## config.mk

```make
export PLATFORM = sky130hd
export DESIGN_NAME = spi_secded_master_n
export DESIGN_NICKNAME = d
export VERILOG_FILES = /design/src/rtl/spi_secded_master_n.sv
export SDC_FILE = /design/constraint.sdc
export NUM_CORES = 1
export LEC_CHECK = 0
export ABC_AREA = 1
export CAP_MARGIN = 20
export CORE_ASPECT_RATIO = 1.2
export CORE_MARGIN = 1
export CORE_UTILIZATION = 30
export CTS_BUF_LIST = sky130_fd_sc_hd__clkbuf_4
export CTS_CLUSTER_SIZE = 24
export DETAILED_ROUTE_END_ITERATION = 8
export SLEW_MARGIN = 20
export SYNTH_ARGS = -nofsm -noshare
export SYNTH_HDL_FRONTEND = slang
export SYNTH_SLANG_ARGS = --single-unit
```

## constraint.sdc

```tcl
create_clock -name clk_in -period 1.9 [get_ports clk_in]
set_input_delay 0.57 -clock clk_in [delete_from_list [all_inputs] [get_ports clk_in]]
set_output_delay 0.57 -clock clk_in [all_outputs]
set_load 0.02 [all_outputs]
```

## src/rtl/spi_secded_master_n.sv

```systemverilog
// SPI master that exchanges one (16,11) extended-Hamming packet per request and corrects the reply.
// Define SPI_RETRY_EN to re-shift the same packet once when the first reply is uncorrectable.
module spi_secded_master_n #(
  parameter int NUM_SS = 4,
  parameter int SS_W   = 2
) (
  input  logic              clk_in,
  input  logic              reset,
  input  logic              start,
  input  logic [SS_W-1:0]   ss_sel,
  input  logic [10:0]       data_from_proc,
  input  logic              msg_in,
  output logic              msg_out,
  output logic              clk_out,
  output logic [NUM_SS-1:0] ss,
  output logic              busy,
  output logic              done,
  output logic [10:0]       data_to_proc,
  output logic              single_err,
  output logic              double_err,
  output logic              retried,
  output logic [7:0]        err_cnt
);

  typedef enum logic [1:0] {
    IDLE   = 2'd0,
    SHIFT  = 2'd1,
    DECODE = 2'd2,
    DONE   = 2'd3
  } state_t;

  function automatic logic [15:0] secded_encode(input logic [10:0] d);
    logic [15:0] p;
    p     = 16'h0000;
    p[3]  = d[0];
    p[5]  = d[1];
    p[6]  = d[2];
    p[7]  = d[3];
    p[9]  = d[4];
    p[10] = d[5];
    p[11] = d[6];
    p[12] = d[7];
    p[13] = d[8];
    p[14] = d[9];
    p[15] = d[10];
    p[1]  = p[3] ^ p[5] ^ p[7] ^ p[9] ^ p[11] ^ p[13] ^ p[15];
    p[2]  = p[3] ^ p[6] ^ p[7] ^ p[10] ^ p[11] ^ p[14] ^ p[15];
    p[4]  = p[5] ^ p[6] ^ p[7] ^ p[12] ^ p[13] ^ p[14] ^ p[15];
    p[8]  = p[9] ^ p[10] ^ p[11] ^ p[12] ^ p[13] ^ p[14] ^ p[15];
    p[0]  = ^p[15:1];
    return p;
  endfunction

  function automatic logic [3:0] secded_syndrome(input logic [15:0] c);
    logic [3:0] s;
    s = 4'd0;
    for (int i = 1; i < 16; i++) begin
      s = s ^ (c[i] ? 4'(i) : 4'd0);
    end
    return s;
  endfunction

  function automatic logic [10:0] secded_extract(input logic [15:0] c);
    return {c[15:9], c[7:5], c[3]};
  endfunction

  state_t            r_state;
  logic [15:0]       r_tx;
  logic [15:0]       r_rx;
  logic [3:0]        r_cnt;
  logic [NUM_SS-1:0] r_ss;
  logic              r_busy;
  logic              r_done;
  logic [10:0]       r_data;
  logic              r_single;
  logic              r_double;
  logic [7:0]        r_err_cnt;
`ifdef SPI_RETRY_EN
  logic [15:0]       r_pkt;
  logic              r_second;
  logic              r_retried;
`endif

  logic [15:0]       w_pkt;
  logic [15:0]       w_flip;
  logic [15:0]       w_fixed;
  logic [3:0]        w_syn;
  logic              w_par;
  logic              w_double;
  logic              w_sel_ok;
  logic              w_load;
  logic              w_final;
  logic [NUM_SS-1:0] w_ss_dec;

  // Encoder, syndrome decoder, slave-select decode and request qualification.
  always_comb begin
    w_pkt    = secded_encode(data_from_proc);
    w_syn    = secded_syndrome(r_rx);
    w_par    = ^r_rx;
    w_flip   = 16'h0001 << w_syn;
    if (w_par) begin
      w_fixed = r_rx ^ w_flip;
    end else begin
      w_fixed = r_rx;
    end
    w_double = !w_par && (w_syn != 4'd0);
    w_sel_ok = (32'(ss_sel) < 32'(NUM_SS));
    w_ss_dec = {NUM_SS{1'b0}};
    for (int i = 0; i < NUM_SS; i++) begin
      w_ss_dec[i] = (32'(ss_sel) == 32'(i));
    end
    // DONE also accepts a request so back-to-back frames run every 18 cycles
    w_load = start && w_sel_ok && ((r_state == IDLE) || (r_state == DONE));
`ifdef SPI_RETRY_EN
    w_final = !(w_double && !r_second);
`else
    w_final = 1'b1;
`endif
  end

  // Transaction FSM with all outputs held in registers.
  always_ff @(posedge clk_in) begin
    if (reset) begin
      r_state   <= IDLE;
      r_tx      <= 16'h0000;
      r_rx      <= 16'h0000;
      r_cnt     <= 4'd0;
      r_ss      <= {NUM_SS{1'b0}};
      r_busy    <= 1'b0;
      r_done    <= 1'b0;
      r_data    <= 11'h000;
      r_single  <= 1'b0;
      r_double  <= 1'b0;
      r_err_cnt <= 8'd0;
`ifdef SPI_RETRY_EN
      r_pkt     <= 16'h0000;
      r_second  <= 1'b0;
      r_retried <= 1'b0;
`endif
    end else begin
      r_done <= 1'b0;
      if (w_load) begin
        r_state  <= SHIFT;
        r_tx     <= w_pkt;
        r_cnt    <= 4'd0;
        r_ss     <= w_ss_dec;
        r_busy   <= 1'b1;
`ifdef SPI_RETRY_EN
        r_pkt    <= w_pkt;
        r_second <= 1'b0;
`endif
      end else begin
        case (r_state)
          IDLE: begin
            r_state <= IDLE;
          end
          SHIFT: begin
            r_tx  <= {r_tx[14:0], 1'b0};
            r_rx  <= {r_rx[14:0], msg_in};
            r_cnt <= r_cnt + 4'd1;
            if (r_cnt == 4'd15) begin
              r_state <= DECODE;
            end
          end
          DECODE: begin
            if (w_final) begin
              r_data   <= secded_extract(w_fixed);
              r_single <= w_par;
              r_double <= w_double;
              if (w_par && (r_err_cnt != 8'hFF)) begin
                r_err_cnt <= r_err_cnt + 8'd1;
              end
`ifdef SPI_RETRY_EN
              r_retried <= r_second;
`endif
              r_done  <= 1'b1;
              r_state <= DONE;
            end else begin
`ifdef SPI_RETRY_EN
              r_second <= 1'b1;
              r_tx     <= r_pkt;
              r_state  <= SHIFT;
`else
              r_state  <= IDLE;
`endif
            end
          end
          DONE: begin
            r_ss    <= {NUM_SS{1'b0}};
            r_busy  <= 1'b0;
            r_state <= IDLE;
          end
          default: begin
            r_state <= IDLE;
          end
        endcase
      end
    end
  end

  assign msg_out      = r_tx[15];
  assign clk_out      = clk_in;
  assign ss           = r_ss;
  assign busy         = r_busy;
  assign done         = r_done;
  assign data_to_proc = r_data;
  assign single_err   = r_single;
  assign double_err   = r_double;
  assign err_cnt      = r_err_cnt;
`ifdef SPI_RETRY_EN
  assign retried      = r_retried;
`else
  assign retried      = 1'b0;
`endif

endmodule

```

# --- Word-level counts from Yosys, hierarchy flattened ---
# Index checks and enable logic that the tools add are counted.
word_totals:
  reg_bits: 65
  latchBits: 0
  ramBits: 0
  romBits: 0
  elab_cells: 108
  memories: 0
op_classes:
  addsub: 2
  n_mul: 0
  div_mod_pow: 0
  n_lt_le_gt_ge: 0
  eq_ne: 10
  shift: 1
  muxes: 26
  bitwise_logic: 40
  n_reduce_logical: 17
op_table:
  columns: ["cell", "n"]
  rows:
  - ["2-to-1 mux 16 bit", 3]
  - ["2-to-1 mux 4 bit", 10]
  - ["XOR 4 bit", 7]
  - ["XOR 1 bit", 24]
  - ["parity 16 bit", 1]
  - ["<< shifter 1 x 4 -> 16 bit, first input constant", 1]
  - ["XOR 16 bit", 1]
  - ["parity 15 bit", 1]
  - ["2-to-1 mux 3 bit", 4]
  - ["XOR 3 bit", 3]
  - ["adder 8 x 1 -> 8 bit, second input constant", 1]
  - ["== test 2 bit, second input constant", 4]
  - ["inequality test 8 bit, second input constant", 1]
  - ["2-to-1 mux 2 bit", 3]
  - ["case mux 2 bit (3 select lines)", 1]
  - ["2-to-1 mux 1 bit", 5]
  - ["adder 4 x 1 -> 4 bit, second input constant", 1]
  - ["== test 2 x 1 -> 1 bit, second input constant", 2]
  - ["== test 4 bit, second input constant", 1]
  - ["zero test 2 bit", 2]
  - ["AND reduction 2 bit", 2]
  - ["nonzero test 2 bit", 2]
  - ["nonzero test 4 bit", 1]
  - ["OR reduction 2 bit", 2]
  - ["11 further kinds", 13]

# --- Depth between registers and ports, before layout ---
# Gate-level depths: netlist of run 1.
logic_depth:
  ltp_word: 18
  depth_mapped: 16
  depth_no_buf: 16

==> results of run 1 <==
registers in the layout, summed over array words and instances, names as in the netlist:
signal	flops
r_rx	16
r_tx	16
data_to_proc	11
err_cnt	8
r_cnt	4
ss	4
r_state	2
busy	1
done	1
double_err	1
single_err	1
what timing repair did:
item | in CTS | in global routing
hold endpoints to repair | 0 | 0
buffers inserted | 0 | 6
pin swaps | 0 | 4
resized for setup | 31 | 34
setup endpoints to repair | 29 | 25
worst max-delay path by stage:
stage                            startpoint               to  slack [ns]  cells past startpoint
after detailed placement  data_from_proc[6]          r_tx[0]       -0.37                     12
after global routing                r_rx[7]  data_to_proc[0]       -0.01                     14
after CTS                            clk_in          clk_out       0.007                      3
after global placement    data_from_proc[6]          r_tx[0]       -0.31                     11
final                                clk_in          clk_out        0.03                      3
after floorplan                  r_state[0]       err_cnt[3]        0.05                      9
cell families after synthesis:
family | after synthesis
XOR/XNOR | 35
other | 1
AO/OA/AOI/OAI | 114
buffers and inverters | 84
adder cells (fa/ha/maj) | 5
flip-flops | 65
AND/OR/NAND/NOR | 249
through the flow:
stage | cell area (sq um) | TNS (ns) | instances | hold slack [ns]
after floorplan | 3680 | 0 | 553 | 0.443
after global placement | 4460 | -3.03 | 761 | 0.451
after detailed placement | 4460 | -3.46 | 761 | 0.457
after CTS | 4580 | 0 | 779 | 0.473
after global routing | 4690 | -0.0266 | 785 | 0.496
final | 4690 | 0 | 785 | 0.469
synthesized netlist by cell type (3+ instances only):
cell / n / area share (%)
sky130_fd_sc_hd__nand2_1: 144 / 15
sky130_fd_sc_hd__nand3_1: 35 / 4.8
sky130_fd_sc_hd__o21ai_1: 10 / 1.4
sky130_fd_sc_hd__a21oi_1: 60 / 8.2
sky130_fd_sc_hd__clkinv_1: 3 / 0.31
sky130_fd_sc_hd__o21ai_0: 35 / 4.8
sky130_fd_sc_hd__nand2_4: 3 / 0.92
sky130_fd_sc_hd__xor2_1: 13 / 3.1
sky130_fd_sc_hd__clkbuf_1: 15 / 1.5
sky130_fd_sc_hd__ha_1: 5 / 1.7
sky130_fd_sc_hd__inv_2: 8 / 0.82
sky130_fd_sc_hd__nand4_1: 3 / 0.51
sky130_fd_sc_hd__nor3_1: 5 / 0.68
sky130_fd_sc_hd__nor2_1: 39 / 4.0
sky130_fd_sc_hd__nand2_2: 13 / 2.2
sky130_fd_sc_hd__xnor2_1: 21 / 5.0
sky130_fd_sc_hd__a31oi_1: 5 / 0.85
sky130_fd_sc_hd__inv_1: 51 / 5.2
sky130_fd_sc_hd__dfxtp_1: 65 / 35
sky130_fd_sc_hd__nor2_2: 3 / 0.51
per-layer routing:
| metal | part of all wire (%) | global-route usage [%] | wire [microns] |
|---|---|---|---|
| met1 | 46 | 17.9 | 3960 |
| met2 | 49 | 24.9 | 4200 |
| met3 | 3.1 | 2.66 | 267 |
| met4 | 1.4 | 7.75 | 122 |
| met5 | 0 | 0 | 0 |
layout make-up:
type	count	area share (%)
clock buffers	13	2.24
multi-input cells	404	44.5
repair buffers	78	14.6
inverters	62	4.96
flip-flops and latches	65	28.3
clock inverters	6	1.28
well taps	157	4.19
report_power, final:
group	internal, W	switching (W)
combinational	0.00115	0.00193
clock	0.000513	0.000557
sequential	0.00163	0.000191
worst max-delay path: cells and delay by family:
family | cells | cell delay [ns]
buf+inv | 3 | 0.36
==> impl_summary.txt, run 1 <==
----------------------------------------------------
[Run status]
  Status ... finished, final reports clean

[Layout]
  Layout cell share with drive strength beyond 1 ... 16.9%
  Antenna Cells ... 0
  Post-synthesis to final-layout area growth ... 27.7%
  Number of nets in the final layout ... 646
  Core utilization of the finished layout ... 40.0%
  Area used by sequential logic in the layout ... 1330 sq um
  Most common cell after layout, fill and taps aside ... sky130_fd_sc_hd__nand2_1
  Commonest cells after routing, fill and taps aside ... sky130_fd_sc_hd__nand2_1 (141), sky130_fd_sc_hd__a21oi_1 (60), sky130_fd_sc_hd__dfxtp_1 (55)
  Area of combinational cells with multiple inputs ... 2090 sq um
  Fillers ... 1,288

[CTS]
  Source-to-sink clock delay at the later pin of the worst-skew pair ... 0.51 ns
  Number of hold-repair buffers added at the cts stage ... 0
  Clock edge transition at the registers on the reported setup and hold paths ... 0.10 ns
  TritonCTS clock tree ... yes

[Detailed routing]
  Via count normalized by instance count ... 4.54
  Total via count in the routed design ... 3,566
  Drc violations ... 0
  DRT Wirelength ... 8550 microns
  Router iterations before antenna repair ... 4
  Detailed router's first-iteration violation count ... 148
  Number of nets with antenna violations after routing ... 0
  Routed wirelength normalized by instance count ... 10.9 microns

[Place]
  Final HPWL from detailed placement ... 6380 microns
  Port Buf Inserts ... 45
  Last weighted congestion value of the routability-driven placer ... 0.803
  Post-placement worst setup slack ... -0.366 ns

[Synth]
  Unique cell type count in the Yosys netlist ... 34
  Area fraction in compound gates after synthesis ... 16.1%
  Number of enable flip-flop cells after synthesis ... 0
  Post-synthesis async set-or-reset flop share ... 0%
  Synthesized instance count ... 553
  XOR/XNOR share of the synthesized area ... 8.55%
  Sequential element share of the synthesized area ... 35.4%
  Number of warnings issued by yosys ... 0
  Post-Synth Simple-Gate Area ... 29.0%
  Area of the mapped netlist ... 3670 sq um
  Most used flip-flop cell after synthesis ... sky130_fd_sc_hd__dfxtp_1
  Nets in the synthesized netlist ... 575
  Portion of netlist area occupied by mux cells ... 0%
  Flop and latch count out of synthesis ... 65
  Adder-cell area share of the yosys netlist ... 1.70%
  Avg Cell Area, Syn ... 6.65 sq um
  Combinational family with the most area after synthesis ... simple AND/OR/NAND/NOR gates

[Pwr]
  Tot Pwr ... 0.00597 W
  Areal power density over the cells ... 1270 nW/um^2
  Static Leakage ... 2.15 nW
  Peak supply drop ... 0.663 mV

[Worst setup path]
  Worst path cell trace ... clkbuf_4 -> clkbuf_4 -> buf_8
  Data arrival at the endpoint of the critical path ... 1.30 ns
  CP endpoint kind ... primary output
  Depth of the worst register-to-register path ... 8
  Cell seen most often among critical-path stages ... sky130_fd_sc_hd__clkbuf_4
  Register-to-register setup slack ... 0.13 ns
  FF-to-FF End ... r_tx[2]
  CP Class ... clk -> out
  Startpoint class of the critical path ... clock port
  Maximum fanout count along the critical path ... 2
  Worst reg2reg startpoint ... r_state[0]
  Max incr delay on CP ... 0.13 ns
  Worst path slowest cell ... sky130_fd_sc_hd__clkbuf_4
  Required time at the endpoint of the critical path ... 1.33 ns

[STA]
  Final setup violation count ... 0
  Final setup margin ... 0.0255 ns
  Largest clock skew in the final design ... 0.0176 ns
  Setup repair after global routing missed its margin ... yes
  Max_slew headroom ... 64.4%
  Worst Tran Pin Value ... 0.531 ns
  Max Transition Viols Final ... 0
  Count of final hold-check violations ... 0

[GRT]
  Antenna violations before repair ... 0
  Pin count of the biggest net entering global routing ... 34
  Wire length of the first global-routing pass ... 14,700 microns
  Total global-route track usage ... 14.8%
  Overflow after GRT ... 0
  Vias in the first global route ... 3,367

[Worst hold path]
  Type of the worst min-delay path ... reg -> reg
  Number of cells on the worst hold path ... 2
  Critical hold path startpoint ... r_tx[0]
  Endpoint, Worst Hold ... r_tx[0]

[Job]
  Reported max-cap violation count ... 0

[Floorplan]
  Core ar. ... 11,700 sq um
  Initial Util ... 31.3%
  Standard-cell rows ... 43
  Height of the chip ... 123 microns
  Count of boundary I/O pins ... 47
  Floorplan die area ... 12,700 sq um
  Die Span X ... 103 microns

----------------------------------------------------
No activity file was read; power rests on OpenSTA's default activity.
==> run 2: changes to the inputs <==
--- a/config.mk
+++ b/config.mk
@@ -10,7 +10,6 @@
 export CORE_ASPECT_RATIO = 1.2
 export CORE_MARGIN = 1
 export CORE_UTILIZATION = 30
-export CTS_BUF_LIST = sky130_fd_sc_hd__clkbuf_4
 export CTS_CLUSTER_SIZE = 24
 export DETAILED_ROUTE_END_ITERATION = 8
 export SLEW_MARGIN = 20
==> run 2 against run 1 <==
Worst setup slack improved by 0.094 ns. Power increased by 15%. Cell count down 0.13%. Non-clock buffer count stayed put. Critical path type unchanged. Design area increased by 4.6%. Largest cell class unchanged. Critical path depth down 1. Wire length rose by 1.4%. First-iteration DRC count fell by 6.1%. Die area is the same. Combinational power barely moved. Flip-flop and latch count did not move. Register-to-register slack improved by 0.02 ns.
==> impl_summary.txt, run 2 (synthesis gave the netlist of run 1 again) <==
----------------------------------------------------
[GRT]
  Total global-route track usage ... 15.3% (was 14.8%)
  Overflow after GRT ... 0 (unchanged)
  Vias in the first global route ... 3,393 (was 3,367)
  Wire length of the first global-routing pass ... 14,900 microns (was 14,700 microns)
  Pin count of the biggest net entering global routing ... 34 (unchanged)
  Antenna violations before repair ... 0 (unchanged)

[Worst setup path]
  Startpoint class of the critical path ... clock port (unchanged)
  Data arrival at the endpoint of the critical path ... 1.21 ns (was 1.30 ns)
  CP endpoint kind ... primary output (unchanged)
  Buffers plus inverters on the worst setup path ... 2 (was 3)
  CP Class ... clk -> out (unchanged)
  Max incr delay on CP ... 0.14 ns (was 0.13 ns)
  Kind of cell with the highest combined delay on the critical path ... buffers and inverters (unchanged)
  Worst path cell trace ... clkbuf_16 -> clkbuf_16 (was clkbuf_4 -> clkbuf_4 -> buf_8)
  Cell seen most often among critical-path stages ... sky130_fd_sc_hd__clkbuf_16 (was sky130_fd_sc_hd__clkbuf_4)
  Worst path slowest cell ... sky130_fd_sc_hd__clkbuf_16 (was sky130_fd_sc_hd__clkbuf_4)
  Required time at the endpoint of the critical path ... 1.33 ns (about the same)
  Maximum fanout count along the critical path ... 2 (unchanged)

[CTS]
  Number of hold-repair buffers added at the cts stage ... 0 (unchanged)
  TritonCTS clock tree ... yes (unchanged)
  Source-to-sink clock delay at the later pin of the worst-skew pair ... 0.44 ns (was 0.51 ns)
  Clock edge transition at the registers on the reported setup and hold paths ... 0.05 ns (was 0.10 ns)

[Pwr]
  Tot Pwr ... 0.00689 W (was 0.00597 W)
  Peak supply drop ... 0.653 mV (was 0.663 mV)
  Areal power density over the cells ... 1400 nW/um^2 (was 1270 nW/um^2)
  Internal Dissipation ... 0.00409 W (was 0.00329 W)
  Comb power frac ... 44.8% (was 51.6%)
  Sequential fraction of design power ... 26.4% (was 30.5%)
  Static Leakage ... 2.28 nW (was 2.15 nW)
  Portion of total power attributed to the clock network ... 28.8% (was 17.9%)
  Switching component of the power ... 0.00280 W (was 0.00268 W)
  Net Sw Frac ... 40.7% (was 44.9%)

[Layout]
  Post-synthesis to final-layout area growth ... 33.6% (was 27.7%)
  Most common cell after layout, fill and taps aside ... sky130_fd_sc_hd__nand2_1 (unchanged)
  Number of nets in the final layout ... 645 (was 646)
  Core utilization of the finished layout ... 41.9% (was 40.0%)
  Final instance area ... 4910 sq um (was 4690 sq um)
  Layout cell share with drive strength beyond 1 ... 16.9% (about the same)
  Commonest cells after routing, fill and taps aside ... sky130_fd_sc_hd__nand2_1 (142), sky130_fd_sc_hd__a21oi_1 (60), sky130_fd_sc_hd__dfxtp_1 (58) (was sky130_fd_sc_hd__nand2_1 (141), sky130_fd_sc_hd__a21oi_1 (60), sky130_fd_sc_hd__dfxtp_1 (55))
  Antenna Cells ... 0 (unchanged)

[Detailed routing]
  Total via count in the routed design ... 3,554 (was 3,566)
  Routed wirelength normalized by instance count ... 11.1 microns (was 10.9 microns)
  Router iterations before antenna repair ... 4 (unchanged)
  Drc violations ... 0 (unchanged)
  Number of nets with antenna violations after routing ... 0 (unchanged)
  Via count normalized by instance count ... 4.53 (was 4.54)
  Detailed router's first-iteration violation count ... 139 (was 148)
  DRT Wirelength ... 8670 microns (was 8550 microns)

[Floorplan]
  Die Span X ... 103 microns (unchanged)
  Count of boundary I/O pins ... 47 (unchanged)
  Height of the chip ... 123 microns (unchanged)
  Initial Util ... 31.3% (unchanged)
  Core ar. ... 11,700 sq um (unchanged)
  Floorplan die area ... 12,700 sq um (unchanged)
  Standard-cell rows ... 43 (unchanged)

[STA]
  Worst Tran Pin Value ... 0.525 ns (was 0.531 ns)
  Count of final hold-check violations ... 0 (unchanged)
  Largest clock skew in the final design ... 0.00729 ns (was 0.0176 ns)
  Max Transition Viols Final ... 0 (unchanged)
  Sum of negative setup slack ... 0 ns (unchanged)
  Final setup violation count ... 0 (unchanged)
  Max_slew headroom ... 64.8% (was 64.4%)

[Place]
  Last weighted congestion value of the routability-driven placer ... 0.803 (unchanged)
  Instance area at placement ... 4460 sq um (unchanged)
  Port Buf Inserts ... 45 (unchanged)
  Final HPWL from detailed placement ... 6380 microns (unchanged)

[Worst hold path]
  Type of the worst min-delay path ... reg -> reg (unchanged)

[Job]
  Reported max-cap violation count ... 0 (unchanged)

[Run status]
  Status ... finished, final reports clean (unchanged)

----------------------------------------------------
==> run 2: cell count changes in the layout (fill, tap and decap cells not counted), moves of 3 or more <==
cell	previous run	this run
sky130_fd_sc_hd__clkbuf_4	12	0
sky130_fd_sc_hd__dfxtp_1	55	58
sky130_fd_sc_hd__clkbuf_16	0	12
sky130_fd_sc_hd__dlygate4sd2_1	25	28
sky130_fd_sc_hd__dfxtp_4	5	2
==> run 2: power by group through the flow <==
stage,clock network (W),registers (W),logic [W]
after floorplan,0.0000615,0.00189,0.00207
after global placement,0.0000707,0.00182,0.00287
after detailed placement,0.0000707,0.00183,0.00292
after CTS,0.00213,0.00180,0.00287
after global routing,0.00210,0.00186,0.00349
final,0.00198,0.00182,0.00309
==> run 2: layout make-up <==
type / count / area, sq um
inverters: 62 / 233
well taps: 157 / 196
fillers: 1242 / 6820
clock buffers: 13 / 314
clock inverters: 5 / 56.3
repair buffers: 78 / 688
flip-flops and latches: 65 / 1320
multi-input cells: 404 / 2110
==> run 2: timing repair <==
action                                  in CTS  in global routing
setup buffers                                0                  6
endpoints found under the setup margin      29                 22
pin swaps                                    0                  4
gates resized for setup                     31                 29
hold endpoints to repair                     0                  0
==> run 2: worst register-to-register path, cell delays in order (launching register included) <==
cell and delay, ns:
sky130_fd_sc_hd__dfxtp_1 0.32, sky130_fd_sc_hd__inv_1 0.05, sky130_fd_sc_hd__ha_1 0.30, sky130_fd_sc_hd__nand2_1 0.10, sky130_fd_sc_hd__clkinv_1 0.12, sky130_fd_sc_hd__buf_4 0.23
sky130_fd_sc_hd__nor2_1 0.30, sky130_fd_sc_hd__nand2_1 0.09, sky130_fd_sc_hd__a31oi_1 0.17
==> run 2: final timing paths <==
path | from | endpoint | slack, ns | depth (start not counted)
min reg2reg | r_tx[0] | r_tx[0] | 0.46 | 2
min | r_tx[0] | r_tx[0] | 0.46 | 2
max | clk_in | clk_out | 0.12 | 2
max reg2reg | r_state[0] | r_tx[2] | 0.15 | 8
==> run 2: through the flow <==
stage          instances  worst slack [ns]  hold slack (ns)
5_1_grt              784           -0.0536            0.488
6_report             784             0.120            0.463
3_5_place_dp         761            -0.366            0.457
3_3_place_gp         761            -0.312            0.451
2_1_floorplan        553            0.0492            0.443
4_1_cts              779           -0.0146            0.465
==> run 2: per-layer routing <==
layer / vias up / wire length [microns] / GRT usage (%)
met2: 57 / 4200 / 25.1
met3: 12 / 343 / 4.52
met5: - / 0 / 0
met1: 1581 / 3970 / 18.1
met4: 0 / 157 / 7.04
li1: 1904 / - / -
